### config.mk
export PLATFORM = sky130hd
export DESIGN_NAME = bht_update_queue
export DESIGN_NICKNAME = d
export VERILOG_FILES = /design/src/rtl/ariane_pkg.sv /design/src/rtl/bht_pred_fifo.sv /design/src/rtl/bht_update_queue.sv
export SDC_FILE = /design/constraint.sdc
export NUM_CORES = 1
export LEC_CHECK = 0
export BUFFER_PORTS_ARGS = -buffer_cell sky130_fd_sc_hd__buf_2
export CAP_MARGIN = 40
export CORE_MARGIN = 2
export CORE_UTILIZATION = 40
export DETAILED_ROUTE_END_ITERATION = 10
export PLACE_DENSITY = 0.56
export SYNTH_ARGS = -nofsm -noshare
export SYNTH_HDL_FRONTEND = slang
export SYNTH_SLANG_ARGS = --single-unit
export TNS_END_PERCENT = 30
### constraint.sdc
create_clock -name clk_i -period 8.99 [get_ports clk_i]
set_clock_uncertainty 0.15 [all_clocks]
set_input_delay 0.899 -clock clk_i [delete_from_list [all_inputs] [get_ports clk_i]]
set_output_delay 0.899 -clock clk_i [all_outputs]
set_load 0.01 [all_outputs]
### src/rtl/ariane_pkg.sv
// Shared frontend/predictor types: the predictor training update and the
// per-prediction record held while a branch is in flight.
package ariane_pkg;

    localparam int unsigned VLEN = 64;

    typedef struct packed {
        logic            valid;
        logic [VLEN-1:0] pc;
        logic            taken;
        logic            mispredict;
    } bht_update_t;

    typedef struct packed {
        logic [VLEN-1:0] pc;
        logic            taken;
    } bht_pred_entry_t;

endpackage

### src/rtl/bht_pred_fifo.sv
// In-order store of outstanding predictions; pointers carry one extra wrap
// bit so full and empty are distinguishable without a separate counter.
module bht_pred_fifo
    import ariane_pkg::*;
#(
    parameter int unsigned DEPTH = 8
) (
    input  logic                       clk_i,
    input  logic                       rst_i,
    input  logic                       flush_i,
    input  logic                       push_i,
    input  logic                       pop_i,
    input  bht_pred_entry_t            wdata_i,
    output bht_pred_entry_t            rdata_o,
    output logic                       full_o,
    output logic                       empty_o,
    output logic [$clog2(DEPTH):0]     occupancy_o
);
    localparam int unsigned AW = $clog2(DEPTH);

    logic [AW:0]     wr_ptr_q, wr_ptr_d;
    logic [AW:0]     rd_ptr_q, rd_ptr_d;
    bht_pred_entry_t mem_q [DEPTH];
    bht_pred_entry_t mem_d [DEPTH];
    logic            do_push, do_pop;

    assign empty_o     = (wr_ptr_q == rd_ptr_q);
    assign full_o      = (wr_ptr_q[AW] != rd_ptr_q[AW]) &&
                         (wr_ptr_q[AW-1:0] == rd_ptr_q[AW-1:0]);
    assign occupancy_o = wr_ptr_q - rd_ptr_q;
    assign rdata_o     = mem_q[rd_ptr_q[AW-1:0]];

    always_comb begin
        do_push  = push_i && !full_o && !flush_i;
        do_pop   = pop_i && !empty_o;
        wr_ptr_d = wr_ptr_q + {{AW{1'b0}}, do_push};
        rd_ptr_d = rd_ptr_q + {{AW{1'b0}}, do_pop};
        // Flush wins over any pop/push in the same cycle.
        if (flush_i) begin
            wr_ptr_d = '0;
            rd_ptr_d = '0;
        end
        mem_d = mem_q;
        if (do_push) mem_d[wr_ptr_q[AW-1:0]] = wdata_i;
    end

    always_ff @(posedge clk_i) begin
        if (rst_i) begin
            wr_ptr_q <= '0;
            rd_ptr_q <= '0;
        end else begin
            wr_ptr_q <= wr_ptr_d;
            rd_ptr_q <= rd_ptr_d;
        end
    end

    always_ff @(posedge clk_i) begin
        mem_q <= mem_d;
    end

endmodule

### src/rtl/bht_update_queue.sv
// Matches in-order branch resolutions against the oldest outstanding
// prediction and emits a registered training update plus a mispredict count.
module bht_update_queue
    import ariane_pkg::*;
#(
    parameter int unsigned DEPTH     = 8,
    parameter int unsigned CNT_WIDTH = 32
) (
    input  logic                        clk_i,
    input  logic                        rst_i,
    input  logic                        flush_i,
    input  logic                        debug_mode_i,
    input  logic                        pred_valid_i,
    input  logic [63:0]                 pred_pc_i,
    input  logic                        pred_taken_i,
    output logic                        pred_ready_o,
    input  logic                        res_valid_i,
    input  logic [63:0]                 res_pc_i,
    input  logic                        res_taken_i,
    output bht_update_t                 bht_update_o,
    output logic [CNT_WIDTH-1:0]        mispredict_cnt_o,
    output logic                        pc_mismatch_o,
    output logic [$clog2(DEPTH):0]      occupancy_o
);
    bht_pred_entry_t      head, wdata;
    logic                 full, empty, push, pop, mispredict, pc_diff;
    bht_update_t          update_q, update_d;
    logic                 pc_mismatch_q, pc_mismatch_d;
    logic [CNT_WIDTH-1:0] cnt_q, cnt_d;

    bht_pred_fifo #(.DEPTH(DEPTH)) i_fifo (
        .clk_i       (clk_i),
        .rst_i       (rst_i),
        .flush_i     (flush_i),
        .push_i      (push),
        .pop_i       (pop),
        .wdata_i     (wdata),
        .rdata_o     (head),
        .full_o      (full),
        .empty_o     (empty),
        .occupancy_o (occupancy_o)
    );

    assign pred_ready_o = !full;

    always_comb begin
        wdata.pc    = pred_pc_i;
        wdata.taken = pred_taken_i;
        push        = pred_valid_i && !full && !flush_i;
        // Debug-mode resolutions still retire their prediction.
        pop         = res_valid_i && !empty;
        pc_diff     = (head.pc != res_pc_i);
        // An unpredicted branch is treated as predicted not-taken.
        mispredict  = pop ? ((head.taken != res_taken_i) || pc_diff) : res_taken_i;

        update_d      = '0;
        pc_mismatch_d = pop && pc_diff;
        cnt_d         = cnt_q;
        if (res_valid_i) begin
            update_d.valid      = !debug_mode_i;
            update_d.pc         = res_pc_i;
            update_d.taken      = res_taken_i;
            update_d.mispredict = mispredict;
            if (!debug_mode_i && mispredict && (cnt_q != {CNT_WIDTH{1'b1}}))
                cnt_d = cnt_q + {{(CNT_WIDTH-1){1'b0}}, 1'b1};
        end
    end

    always_ff @(posedge clk_i) begin
        if (rst_i) begin
            update_q      <= '0;
            pc_mismatch_q <= 1'b0;
            cnt_q         <= '0;
        end else begin
            update_q      <= update_d;
            pc_mismatch_q <= pc_mismatch_d;
            cnt_q         <= cnt_d;
        end
    end

    assign bht_update_o     = update_q;
    assign pc_mismatch_o    = pc_mismatch_q;
    assign mispredict_cnt_o = cnt_q;

endmodule
* After elaboration in Yosys (flattened, before gate mapping)
Cells that the tools add are included.
Word-level totals: register bits 628, input port bits 136, output and inout port bits 105
Cells by class: $add $sub $neg 4, $lt $le $gt $ge 3, eq/ne operators 6, muxes and demuxes 7, bitwise gates (word level) 3, reduce and logical (&&, ||, !) cells 19
Operators by type and width (number):
- 520-bit bitwise mux | 1
- 65-bit binary-select mux with 3-bit select | 1
- 65-bit demux with 3-bit select | 1
- 65-bit 2-to-1 mux | 3
- 64-bit != test | 1
- 32-bit by 1-bit adder with 32-bit output, second input constant | 1
- 32-bit != test, second input constant | 1
- 1-bit logical AND | 11
- 4-bit by 1-bit adder with 4-bit output | 2
- 4-bit >= comparator, second input constant | 2
- 3-bit inverter with 4-bit output | 2
- 4-bit == test | 1
- 1-bit logical NOT | 4
- 4-bit by 1-bit < comparator with 1-bit output, second input constant | 1
- 2-bit OR reduction | 2
- 4-bit subtractor | 1
- 3-bit == test | 1
- 1-bit != test | 2
- 2-bit AND reduction | 1
- 1-bit logical OR | 1
- 1-bit 2-to-1 mux | 1
- 1-bit inverter | 1

* Logic depth before layout (Yosys ltp)
Gate-level depths: netlist of the first run.
depth after elaboration 10, gate-level depth with buffers 15, mapped depth without buffers 10

* Hierarchy
From an unflattened synthesis of the first run, not the netlist that was laid out.
Second synthesis, totals: cell total of the unflattened synthesis 1391, area, all modules 24377.1 um^2
By module, submodules not included:
- bht_pred_fifo | instances 1, cells each 948, area an instance 20066.7 um^2
- bht_update_queue | instances 1, cells each 443, area an instance 4310.4 um^2

* Least setup slack after synthesis of the first run
Ideal clock, no wire load.
kind register to register, start point reg i_fifo.rd_ptr_q[2], end point reg i_fifo.mem_q[455] in the netlist's numbering, enable pin, data arrival time 6.321 ns, required time 8.272 ns, slack 1.951 ns, cell stages (with the launch flop) 10, buffers on the path 2, cells stage by stage dfxtp_1 buf_2 inv_2 buf_1 ha_1 nand3_1 nand2b_1 and3b_1 nand2_1 nor3_1
Between the ends: word-level cells in the longest chain between the ends 7
RTL lines:
- from (decl) | RTL line bht_pred_fifo.sv:22 | logic [AW:0] rd_ptr_q, rd_ptr_d;
- from (signal assigned) | RTL line bht_pred_fifo.sv:53 | rd_ptr_q <= rd_ptr_d;
- 3-bit == test * | RTL line bht_pred_fifo.sv:29 | (wr_ptr_q[AW-1:0] == rd_ptr_q[AW-1:0]);
- 1-bit logical AND * | RTL line bht_pred_fifo.sv:28 | assign full_o = (wr_ptr_q[AW] != rd_ptr_q[AW]) &&
- 1-bit logical NOT *
- via pred_ready_o | RTL line bht_update_queue.sv:16 | output logic pred_ready_o,
- 1-bit logical AND (2 in series) | RTL line bht_update_queue.sv:49 | push = pred_valid_i && !full && !flush_i;
- 1-bit logical AND * (2 in series) | RTL line bht_pred_fifo.sv:34 | do_push = push_i && !full_o && !flush_i;
- to (signal assigned) | RTL line bht_pred_fifo.sv:58 | mem_q <= mem_d;
- to (decl) | RTL line bht_pred_fifo.sv:23 | bht_pred_entry_t mem_q [DEPTH];
The timed path passes the listed nets; every way through them passes the cells marked *. A chain may end at the register's enable or synchronous reset.

* Final worst setup path of the first run
start point reg i_fifo.rd_ptr_q[0], end point reg cnt_q[19] (netlist: mispredict_cnt_o[19])
Between the ends: word-level cells in the longest chain between the ends 10, elaborated cells between the ends (all ways) 14
RTL lines:
- 3-bit inverter with 4-bit output (not written as such) | RTL line bht_pred_fifo.sv:31 | assign rdata_o = mem_q[rd_ptr_q[AW-1:0]];
- 65-bit binary-select mux with 3-bit select | RTL line bht_pred_fifo.sv:31
- 65-bit 2-to-1 mux (not written as such) (2 in series) | RTL line bht_pred_fifo.sv:31
- 64-bit != test / 1-bit != test (equally long branches) | RTL line bht_update_queue.sv:52, bht_update_queue.sv:54
- 1-bit logical OR | RTL line bht_update_queue.sv:54 | mispredict = pop ? ((head.taken != res_taken_i) || pc_diff) : res_taken_i;
- 1-bit 2-to-1 mux * | RTL line bht_update_queue.sv:54
- 1-bit logical AND * (2 in series) | RTL line bht_update_queue.sv:64 | if (!debug_mode_i && mispredict && (cnt_q != {CNT_WIDTH{1'b1}}))
- 2-bit AND reduction (no source line) *
- to (signal assigned) | RTL line bht_update_queue.sv:77 | cnt_q <= cnt_d;
- to (decl) | RTL line bht_update_queue.sv:29 | logic [CNT_WIDTH-1:0] cnt_q, cnt_d;
Mark *: on every way between the ends. The rest lies on a longest branch, timed or not. The select of a mux whose other input is x is not followed.

==> results.py, run 1 <==
metrics = {
    "run": {
        "maxCapViolCount": 0,
    },
    "pwr": {
        "peakVddDrop_mv": 0.1322,
        "finalPower_mw": 6.092,
        "powerDensity_nw_per_um2": 211.9,
        "leakagePower_nw": 10.00,
    },
    "floorplanning": {
        "core_region_area_um2": 60250,
        "die_height_um": 250.8,
        "start_util_pct": 40.44,
        "die_w_um": 250.8,
        "dieArea_um2": 62890,
        "io_pins": 241,
        "rows": 90,
    },
    "global_route": {
        "antenna_found_initial": 14,
        "grt_pass1_vias": 12940,
        "grt_max_degree": 83,
        "grt_usage_pct": 17.92,
        "grt_pass1_wl_um": 82990,
        "overflow": 0,
    },
    "routing": {
        "route.detailed.drc": 0,
        "ant_nets": 0,
        "vias": 12930,
        "dr.pass1.iters": 5,
        "wl_um": 56230,
        "drt_iter0_drc": 930,
        "wl_per_cell_um": 22.70,
        "routed_via_density": 5.219,
    },
    "placement": {
        "numPlacedInstances": 2348,
        "dpl_cell_area_um2": 26580,
        "dpl.hpwl_um": 34240,
        "gp_congestion": 0.7886,
        "place_worst_setup_slack_ns": 3.806,
        "numPortBuffers": 240,
    },
    "setup_path": {
        "critical_path.max_fanout": 38,
        "arrival_ns": 5.39,
        "crit_path_start_kind": "flop",
        "critPathRequiredTime_ns": 9.33,
        "worstSetupPathType": "reg2reg",
        "crit_path_end_kind": "flop",
    },
    "clock_network": {
        "cts_setup_buffers": 0,
        "numCtsBuffers": 69,
        "cts_tree": "yes",
        "clk_latency_ns": 0.60,
        "clockBufferDepth": 3,
        "cts_hold_buffers": 0,
        "root_buffer": "clkbuf_16",
        "cts-htree-levels": 3,
        "clk_pin_slew_ns": 0.06,
        "cts_sinks": 628,
        "cts_resized": 0,
    },
    "logic_synthesis": {
        "synth_edf_count": 520,
        "postSynthCellCount": 1356,
        "syn_area_um2": 24360,
        "ys.flop_type": "edfxtp_1",
        "yosys_warnings": 0,
        "ys_ff_latch": 628,
        "syn-num-nets": 1501,
        "synth_area_per_cell_um2": 17.97,
        "synth_cell_type_count": 62,
        "synth-async-reset-ratio_pct": 0,
        "ys_seq_area_share_pct": 72.97,
    },
    "timing": {
        "setup_ws_ns": 3.937,
        "rsz0062_at_grt": "no",
        "worst_pin_slew_ns": 1.040,
        "max-slew-margin-rel_pct": 28.90,
        "fmax_mhz": 197.9,
        "drv_slew": 0,
        "setup_viol": 0,
        "final-hold-violation-count": 0,
        "setup_tns_ns": 0,
        "period_share_pct": 56.21,
        "fin_crit_ns": 5.053,
        "hold_slack_ns": 0.3040,
    },
    "layout": {
        "fin_cells": 2477,
        "syn2layout_area_growth_pct": 18.04,
        "drive_gt1_share_pct": 28.03,
        "post-route-util_pct": 47.73,
        "nets": 1782,
        "fillCellCount": 5118,
        "stdcell_area_um2": 28760,
    },
    "hold_path": {
        "min_path_type": "in2reg",
    },
    "outcome": {
        "outcome": "finished, final reports clean",
    },
}
## where the power goes
| group | switching, mW | internal, mW | total (mW) |
|---|---|---|---|
| Clock | 1.11 | 1.59 | 2.70 |
| Combinational | 0.127 | 0.0820 | 0.209 |
| Sequential | 0.00821 | 3.18 | 3.19 |
## state kept, by name (all words and copies together) (netlist names)
name / flops
i_fifo.mem_q: 520
bht_update_o: 67
mispredict_cnt_o: 32
i_fifo.rd_ptr_q: 4
i_fifo.wr_ptr_q: 4
pc_mismatch_o: 1
## Yosys cell counts (all sizes together), types with 2 or more instances
master	n	area (um2)
a2111oi	2	23.77
a21boi	2	15.01
a21oi	21	105.1
a221oi	13	120.1
a22o	17	148.9
a22oi	22	165.2
a31o	2	17.52
and2	71	444.2
and3	16	100.1
buf	42	321.6
clkbuf	20	75.07
dfxtp	108	2162
edfxtp	520	15610
ha	8	100.1
inv	11	41.29
mux2	4	52.55
mux2i	142	1421
mux4	76	1712
nand2	33	123.9
nand2b	4	25.02
nand3	11	55.05
nand3b	2	15.01
nand4	13	81.33
nor2	36	137.6
nor2b	8	50.05
nor3	19	100.1
nor4	5	46.29
o2111ai	5	43.79
o211ai	8	65.06
o21a	2	15.01
o21ai	12	82.57
o22a	4	35.03
o31ai	4	30.03
or3	6	37.54
or4	5	37.54
xnor2	36	315.3
xor2	36	315.3
## final timing paths
| path | startpoint | to | slack, ns | cells past startpoint |
|---|---|---|---|---|
| max | i_fifo.rd_ptr_q[0]$_SDFF_PP0_ | mispredict_cnt_o[19]$_SDFFE_PP0P_ | 3.94 | 11 |
| max reg2reg | i_fifo.rd_ptr_q[0]$_SDFF_PP0_ | mispredict_cnt_o[19]$_SDFFE_PP0P_ | 3.94 | 11 |
| min reg2reg | mispredict_cnt_o[28]$_SDFFE_PP0P_ | mispredict_cnt_o[28]$_SDFFE_PP0P_ | 0.36 | 2 |
| min | debug_mode_i | bht_update_o[66]$_SDFF_PP0_ | 0.30 | 2 |
## critical path, cell delays in order (launching register included)
cell and delay, ns:
dfxtp_4 0.86, buf_4 0.64, mux4_2 0.59, mux2i_1 0.19
xnor2_1 0.10, a2111oi_2 0.46, nand4_1 0.41, nor4_4 0.39
a31oi_4 0.30, o21ai_4 0.43, nor3_1 0.11, mux2_2 0.28
## logic make-up after synthesis
kind of cell | Yosys count | share of synthesized area, %
buffers and inverters | 74 | 1.813
and+or+nand+nor | 234 | 5.336
muxes | 222 | 13.08
DFF | 628 | 72.97
xor gates and xnor gates | 72 | 2.589
adders and majority gates | 9 | 0.4931
AOI/OAI and AO/OA | 117 | 3.718
## placed cells by master, fill, tap and decap left out, drive strengths merged, types with 12 or more instances in the layout
master and instances:
and2 71, nor2 36, clkinv 17, a221oi 13, mux4 76, a21oi 21, xor2 36, inv 16
a22oi 22, nand2 33, clkbuf 102, nand4 13, dfxtp 108, edfxtp 520, and3 16, xnor2 36
buf 272, o21ai 12, mux2i 142, a22o 17, nor3 19
## metal layers
layer / up-vias / track usage, % / routed length [um]
li1: 5904 / - / -
met1: 6593 / 24.60 / 25050
met2: 324 / 28.69 / 26650
met3: 92 / 3.665 / 3262
met4: 14 / 5.885 / 1171
met5: - / 0 / 91
## cell type report
class | count | area, um2 | share of cell area (%)
diodes | 4 | 10.01 | 0.03481
clock buffers | 102 | 1977 | 6.875
clock inverters | 23 | 187.7 | 0.6527
inverters | 12 | 45.04 | 0.1566
multi-input cells | 654 | 6212 | 21.60
flip-flops and latches | 628 | 17780 | 61.85
well taps | 782 | 978.4 | 3.403
repair buffers | 272 | 1560 | 5.426
No activity file was read; power rests on OpenSTA's default activity.
==> run 2: changes to the inputs <==
Settings changed: ABC_AREA set to 1, PLACE_DENSITY 0.56 to 0.58.
Clock period 8.99 ns to 4.05 ns, I/O delays scaled along.
==> results.py, run 2 <==
metrics = {
    "outcome": {
        "outcome": "finished, final reports clean",
    },
    "floorplanning": {
        "start_util_pct": 40.56,
        "rows": 94,
        "core_region_area_um2": 66100,
        "die_height_um": 262.9,
        "dieArea_um2": 69100,
        "die_w_um": 262.9,
        "io_pins": 241,
    },
    "timing": {
        "drv_slew": 0,
        "worst_pin_slew_ns": 0.6972,
        "period_share_pct": 91.70,
        "final-hold-violation-count": 0,
        "fmax_mhz": 269.3,
        "max-slew-margin-rel_pct": 53.47,
        "fin_crit_ns": 3.714,
        "rsz0062_at_grt": "no",
        "setup_tns_ns": 0,
        "hold_slack_ns": 0.04372,
        "setup_viol": 0,
        "setup_ws_ns": 0.3363,
    },
    "layout": {
        "mostFrequentLayoutCells": "nand2_1 (952), edfxtp_1 (520), nand3_1 (364), inv_1 (312), buf_2 (240)",
        "nets": 3242,
        "multi_input_area_um2": 7274,
        "drive_gt1_share_pct": 13.05,
        "syn2layout_area_growth_pct": 22.75,
        "largest_reg_flops": 520,
        "seq_area_um2": 17790,
        "mostFrequentLayoutCell": "nand2_1",
        "regMostFlops": "i_fifo.mem_q",
        "fillCellCount": 6037,
    },
    "pwr": {
        "finalPower_mw": 14.38,
        "powerDensity_nw_per_um2": 437.0,
        "leakagePower_nw": 13.96,
        "peakVddDrop_mv": 0.2368,
    },
    "logic_synthesis": {
        "yosysMostFrequentCell": "nand2_1",
        "synthTopCellsByArea": "edfxtp_1 (58%), nand2_1 (13%), dfxtp_1 (8.1%)",
        "syn-num-nets": 2883,
        "syn_area_um2": 26810,
        "postSynthCellCount": 2738,
        "synth_area_per_cell_um2": 9.791,
        "synth_cell_type_count": 29,
        "ys_seq_area_share_pct": 66.32,
        "ys.flop_type": "edfxtp_1",
        "synth_edf_count": 520,
        "synth-async-reset-ratio_pct": 0,
        "ys_ff_latch": 628,
        "yosysTopAreaCell": "edfxtp_1",
        "synth_common_cells": "nand2_1 (953), edfxtp_1 (520), nand3_1 (364), inv_1 (313), nor2_1 (190)",
        "yosys_warnings": 0,
        "synth.top_cell.area_share_pct": 58.25,
    },
    "placement": {
        "dpl.hpwl_um": 44850,
        "numPortBuffers": 240,
        "place_worst_setup_slack_ns": 0.3622,
        "gp_congestion": 0.8930,
    },
    "clock_network": {
        "cts_tree": "yes",
        "cts-htree-levels": 3,
        "cts_sinks": 628,
        "root_buffer": "clkbuf_16",
        "clk_latency_ns": 0.61,
        "numCtsBuffers": 72,
        "clockBufferDepth": 3,
        "clk_pin_slew_ns": 0.06,
        "cts_resized": 0,
    },
    "routing": {
        "wl_per_cell_um": 18.63,
        "dr.pass1.iters": 5,
        "vias": 19950,
        "maxUsedRoutingLayer": "met5",
        "met1_length_um": 32710,
        "wl_um": 74990,
        "wl_met3_um": 4832,
        "route.detailed.drc": 0,
        "ant_nets": 0,
        "met2_length_um": 35030,
        "routed_via_density": 4.958,
        "drt_iter0_drc": 1757,
    },
    "setup_path": {
        "critical_path.max_fanout": 49,
        "worstSetupPathType": "reg2reg",
        "r2r_slack_ns": 0.34,
        "crit_path_start_kind": "flop",
        "r2r-start": "i_fifo.rd_ptr_q[0]$_SDFF_PP0_",
        "r2r_end": "mispredict_cnt_o[31]$_SDFFE_PP0P_",
        "crit_path_end_kind": "flop",
        "arrival_ns": 4.08,
        "r2r.worst_path.cells": 21,
        "critPathRequiredTime_ns": 4.42,
    },
    "global_route": {
        "antenna_found_initial": 8,
        "overflow": 0,
        "grt_pass1_wl_um": 114100,
        "grt_max_degree": 140,
        "grt_pass1_vias": 19450,
        "grt_usage_pct": 21.47,
    },
    "hold_path": {
        "min_to": "bht_update_o[9]$_SDFF_PP0_",
        "hp-start": "res_pc_i[7]",
        "min_path_type": "in2reg",
        "hold_depth": 3,
    },
    "run": {
        "maxCapViolCount": 0,
    },
}
## run 2: worst max-delay path: stages (launching register included)
cell,delay [ns]
dfxtp_4,0.38
inv_6,0.41
buf_12,0.25
buf_12,0.16
nand2_1,0.06
nand2_1,0.05
nand2_1,0.05
nand3_1,0.10
nand2_1,0.06
nand2_1,0.05
nand2_1,0.05
nor2_1,0.15
nand2_1,0.15
nor2_1,0.32
nand2_1,0.08
nor2_1,0.10
nand2_1,0.06
nand2_1,0.13
nand2_2,0.09
nand3_2,0.47
nand2_1,0.12
a21oi_1,0.16
## run 2: stage by stage
step	util, %	instances	cell area (um2)
3_3_place_gp	44.15	3759	29180
3_5_place_dp	44.15	3759	29180
6_report	49.78	4024	32910
4_1_cts	49.75	4019	32890
2_1_floorplan	-	2738	26810
5_1_grt	49.78	4023	32900
## run 2: power by group
| group | internal [mW] | switching (mW) |
|---|---|---|
| Clock | 4.04 | 2.57 |
| Sequential | 7.05 | 0.0175 |
| Combinational | 0.257 | 0.438 |
| Total | 11.3 | 3.03 |
## run 2: area by class of cell
type                    instances  share of cell area (%)
repair buffers                412                   9.498
well taps                     864                   3.285
clock buffers                 106                   6.487
inverters                     315                   3.620
multi-input cells            1668                   22.11
clock inverters                27                  0.9163
flip-flops and latches        628                   54.06
diodes                          4                 0.03042
## run 2: worst max-delay path by stage
stage | startpoint | end | slack [ns] | depth (start not counted)
finish | i_fifo.rd_ptr_q[0]$_SDFF_PP0_ | mispredict_cnt_o[31]$_SDFFE_PP0P_ | 0.34 | 21
detailed placement | i_fifo.rd_ptr_q[0]$_SDFF_PP0_ | mispredict_cnt_o[11]$_SDFFE_PP0P_ | 0.36 | 21
floorplan | i_fifo.rd_ptr_q[1]$_SDFF_PP0_ | i_fifo.mem_q[0]$_DFFE_PP_ | -1.05 | 12
global placement | i_fifo.rd_ptr_q[0]$_SDFF_PP0_ | mispredict_cnt_o[1]$_SDFFE_PP0P_ | 0.36 | 22
global route | i_fifo.rd_ptr_q[0]$_SDFF_PP0_ | mispredict_cnt_o[31]$_SDFFE_PP0P_ | 0.05 | 21
CTS | i_fifo.rd_ptr_q[0]$_SDFF_PP0_ | mispredict_cnt_o[31]$_SDFFE_PP0P_ | 0.33 | 21
## run 2: what timing repair did
| action | in CTS | in global routing |
|---|---|---|
| endpoints found under the hold margin | 582 | 1 |
| setup buffers | 0 | 0 |
| hold buffers | 127 | 1 |
## run 2: per-layer routing
metal	track usage, %	vias up
met5	0	-
met4	8.525	8
met3	3.542	140
met2	34.81	703
met1	28.88	9433
li1	-	9669
## run 2: logic make-up (layout without fill, tap and decap cells)
| logic type | count (synthesis) | in the layout | synth area share [%] |
|---|---|---|---|
| adder cells (fa/ha/maj) | 9 | 9 | 0.4481 |
| other | 0 | 4 | 0 |
| flip-flops | 628 | 628 | 66.32 |
| AND/OR/NAND/NOR | 1574 | 1574 | 24.33 |
| AO/OA/AOI/OAI | 51 | 51 | 0.9989 |
| buffers and inverters | 442 | 860 | 6.800 |
| XOR/XNOR | 34 | 34 | 1.111 |
==> run 3: changes to the inputs <==
Settings changed: PLACE_DENSITY 0.58 to 0.55, SYNTH_HIERARCHICAL set to 1.
Clock period 4.05 ns to 3.6 ns, I/O delays scaled along.
==> results.py, run 3 <==
metrics = {
    "layout": {
        "largest_reg_flops": 520,
        "seq_area_um2": 17790,
        "drive_gt1_share_pct": 16.34,
        "mostFrequentLayoutCells": "nand2_1 (1073), inv_1 (652), edfxtp_1 (520), nand3_1 (274), buf_2 (240)",
        "nets": 3704,
        "fillCellCount": 6631,
        "mostFrequentLayoutCell": "nand2_1",
        "multi_input_area_um2": 7844,
        "syn2layout_area_growth_pct": 22.89,
        "regMostFlops": "i_fifo/mem_q",
    },
    "pwr": {
        "peakVddDrop_mv": 0.3055,
        "leakagePower_nw": 16.41,
        "powerDensity_nw_per_um2": 447.1,
    },
    "routing": {
        "ant_nets": 0,
        "dr.pass1.iters": 5,
        "wl_um": 74570,
        "wl_met3_um": 3985,
        "drt_iter0_drc": 1388,
        "routed_via_density": 4.513,
        "vias": 20620,
        "route.detailed.drc": 0,
        "maxUsedRoutingLayer": "met5",
        "wl_per_cell_um": 16.32,
        "met2_length_um": 35500,
        "met1_length_um": 33910,
    },
    "floorplanning": {
        "rows": 98,
        "io_pins": 241,
        "die_height_um": 272.6,
        "dieArea_um2": 74310,
        "die_w_um": 272.6,
        "start_util_pct": 40.37,
        "core_region_area_um2": 71490,
    },
    "clock_network": {
        "clk_latency_ns": 0.61,
        "cts_tree": "yes",
        "cts-htree-levels": 3,
        "clk_pin_slew_ns": 0.06,
        "numCtsBuffers": 72,
        "clockBufferDepth": 3,
        "root_buffer": "clkbuf_16",
        "cts_sinks": 628,
    },
    "outcome": {
        "outcome": "finished, final reports clean",
    },
    "setup_path": {
        "critical_path.max_fanout": 56,
        "cp.depth": 16,
        "r2r_slack_ns": 0.19,
        "r2r_end": "i_fifo/mem_q[246]$_DFFE_PP_",
        "r2r.worst_path.cells": 16,
        "crit_path_start_kind": "flop",
        "crit_path_end_kind": "flop",
        "critPathRequiredTime_ns": 3.70,
        "arrival_ns": 3.52,
        "critPathMaxStageDelay_ns": 0.49,
        "slowest_stage": "dfxtp_4",
        "crit_end": "i_fifo/mem_q[246]$_DFFE_PP_",
        "r2r-start": "i_fifo/rd_ptr_q[0]$_SDFF_PP0_",
        "crit_buf_inv": 8,
        "startpoint": "i_fifo/rd_ptr_q[0]$_SDFF_PP0_",
        "crit_chain": "buf_4 > buf_12 > ha_1 > nand3_1 > inv_1 > nand2_1 > inv_1 > inv_1 > nand2_1 > nor2_1 > nand2_1 > inv_1 > nand2_1 > buf_12 > nor2_4 > buf_12",
        "worstSetupPathType": "reg2reg",
        "critPathTopFamily": "buffers and inverters",
    },
    "placement": {
        "gp_congestion": 0.8432,
        "numPortBuffers": 240,
        "place_worst_setup_slack_ns": -0.2388,
        "dpl.hpwl_um": 43950,
    },
    "logic_synthesis": {
        "ys_seq_area_share_pct": 61.60,
        "yosysTopAreaCell": "edfxtp_1",
        "synth_area_per_cell_um2": 9.176,
        "syn-num-nets": 3290,
        "synth-async-reset-ratio_pct": 0,
        "synthMuxAreaShare_pct": 0,
        "synth_cell_type_count": 35,
        "synth_common_cells": "nand2_1 (1076), inv_1 (652), edfxtp_1 (520), nand3_1 (274), nor2_1 (156)",
        "synthXorXnorAreaFrac_pct": 1.305,
        "postSynthCellCount": 3145,
        "synthTopCellsByArea": "edfxtp_1 (54%), nand2_1 (14%), inv_1 (8.5%)",
        "yosysMostFrequentCell": "nand2_1",
        "yosys_warnings": 6,
        "synth_compound_area_share_pct": 0.8238,
        "synth.top_cell.area_share_pct": 54.11,
        "yosys.area_share.simple_pct": 24.31,
        "ys_ff_latch": 628,
        "ys.flop_type": "edfxtp_1",
        "synth_edf_count": 520,
        "syn_area_um2": 28860,
        "synth_top_family_by_area": "simple AND/OR/NAND/NOR gates",
        "synth_fa_ha_area_share_pct": 0.4162,
    },
    "timing": {
        "rsz0062_at_grt": "no",
        "fin_crit_ns": 3.413,
        "setup_tns_ns": 0,
        "hold_slack_ns": 0.02848,
        "drv_slew": 0,
        "worst_pin_slew_ns": 0.5676,
        "final-hold-violation-count": 0,
        "period_share_pct": 94.81,
        "max-slew-margin-rel_pct": 62.03,
        "setup_ws_ns": 0.1869,
        "fmax_mhz": 293.0,
        "setup_viol": 0,
    },
    "hold_path": {
        "min_path_type": "in2reg",
    },
    "global_route": {
        "grt_pass1_vias": 19650,
        "overflow": 0,
        "grt_pass1_wl_um": 113400,
        "antenna_found_initial": 4,
        "grt_max_degree": 115,
        "grt_usage_pct": 19.70,
    },
    "run": {
        "maxCapViolCount": 0,
    },
}
[run 3: cell types whose count changed after synthesis, sizes merged, moves of 3 or more]
cell    change
inv       +367
nand2     +180
nand3      -60
nor2       -31
nand4      -30
o21ai       -9
clkbuf      -8
xor2        +6
nand3b      +4
or2         -4
nor3        -3
xnor2       +3
[run 3: metrics by stage]
step | cells | utilization [%] | total power [mW] | area (um2)
6_report | 4569 | 49.61 | 15.86 | 35460
4_1_cts | 4557 | 49.33 | 16.04 | 35270
3_3_place_gp | 4293 | 44.13 | 8.575 | 31550
5_1_grt | 4569 | 49.61 | 16.37 | 35460
2_1_floorplan | 3145 | - | 8.296 | 28880
3_5_place_dp | 4293 | 44.13 | 8.577 | 31550
[run 3: what timing repair did]
item / in CTS / in global routing
resized for setup: 7 / 12
endpoints found under the hold margin: 587 / 0
pin swaps: 0 / 2
hold buffers: 132 / 0
endpoints found under the setup margin: 33 / 32
cloned: 0 / 5
buffers inserted: 0 / 5
[run 3: worst register-to-register path, cell delays in order (launching register included)]
cell	delay (ns)
dfxtp_4	0.49
buf_4	0.20
buf_12	0.25
ha_1	0.33
nand3_1	0.14
inv_1	0.05
nand2_1	0.09
inv_1	0.12
inv_1	0.09
nand2_1	0.05
nor2_1	0.10
nand2_1	0.15
inv_1	0.10
nand2_1	0.09
buf_12	0.17
nor2_4	0.14
buf_12	0.35
[run 3: worst min-delay path by stage]
stage                                             start                       endpoint  slack (ns)  depth (start not counted)
after floorplan                            debug_mode_i    bht_update_o[66]$_SDFF_PP0_        0.28                          1
after global placement    i_fifo/wr_ptr_q[3]$_SDFF_PP0_  i_fifo/wr_ptr_q[3]$_SDFF_PP0_        0.32                          2
after detailed placement  i_fifo/rd_ptr_q[3]$_SDFF_PP0_  i_fifo/rd_ptr_q[3]$_SDFF_PP0_        0.32                          2
after CTS                                  res_pc_i[63]    bht_update_o[65]$_SDFF_PP0_       0.004                          3
after global routing                       res_pc_i[63]    bht_update_o[65]$_SDFF_PP0_        0.02                          3
final                                      res_pc_i[63]    bht_update_o[65]$_SDFF_PP0_        0.03                          3
[run 3: cell type report]
cell class                 count  area share, %
multi-input combinational   1715          22.12
antenna                        2        0.01411
timing repair buffer         458          10.34
sequential                   628          50.16
tap                          950          3.352
clock inverter                30         0.7868
clock buffer                 102          5.864
inverter                     682          7.303
timing repair inverter         2        0.06351
[run 3: kinds of logic (layout without fill, tap and decap cells)]
family / count (synthesis) / in the layout
simple gates: 1626 / 1626
buf+inv: 802 / 1274
other cells: 0 / 2
fa+ha+maj: 9 / 9
compound gates: 37 / 37
flops: 628 / 628
xor+xnor: 43 / 43
[run 3: power by group]
| part | switching, mW | internal (mW) | total, mW |
|---|---|---|---|
| sequential | 0.0126 | 7.91 | 7.92 |
| combinational | 0.357 | 0.257 | 0.614 |
| clock | 2.93 | 4.39 | 7.32 |
| total | 3.30 | 12.6 | 15.9 |
[run 3: per-layer routing]
metal | vias to the layer above | GRT usage [%]
met3 | 90 | 3.146
met5 | - | 0
met1 | 9580 | 26.71
li1 | 10510 | -
met2 | 439 | 32.90
met4 | 2 | 5.191
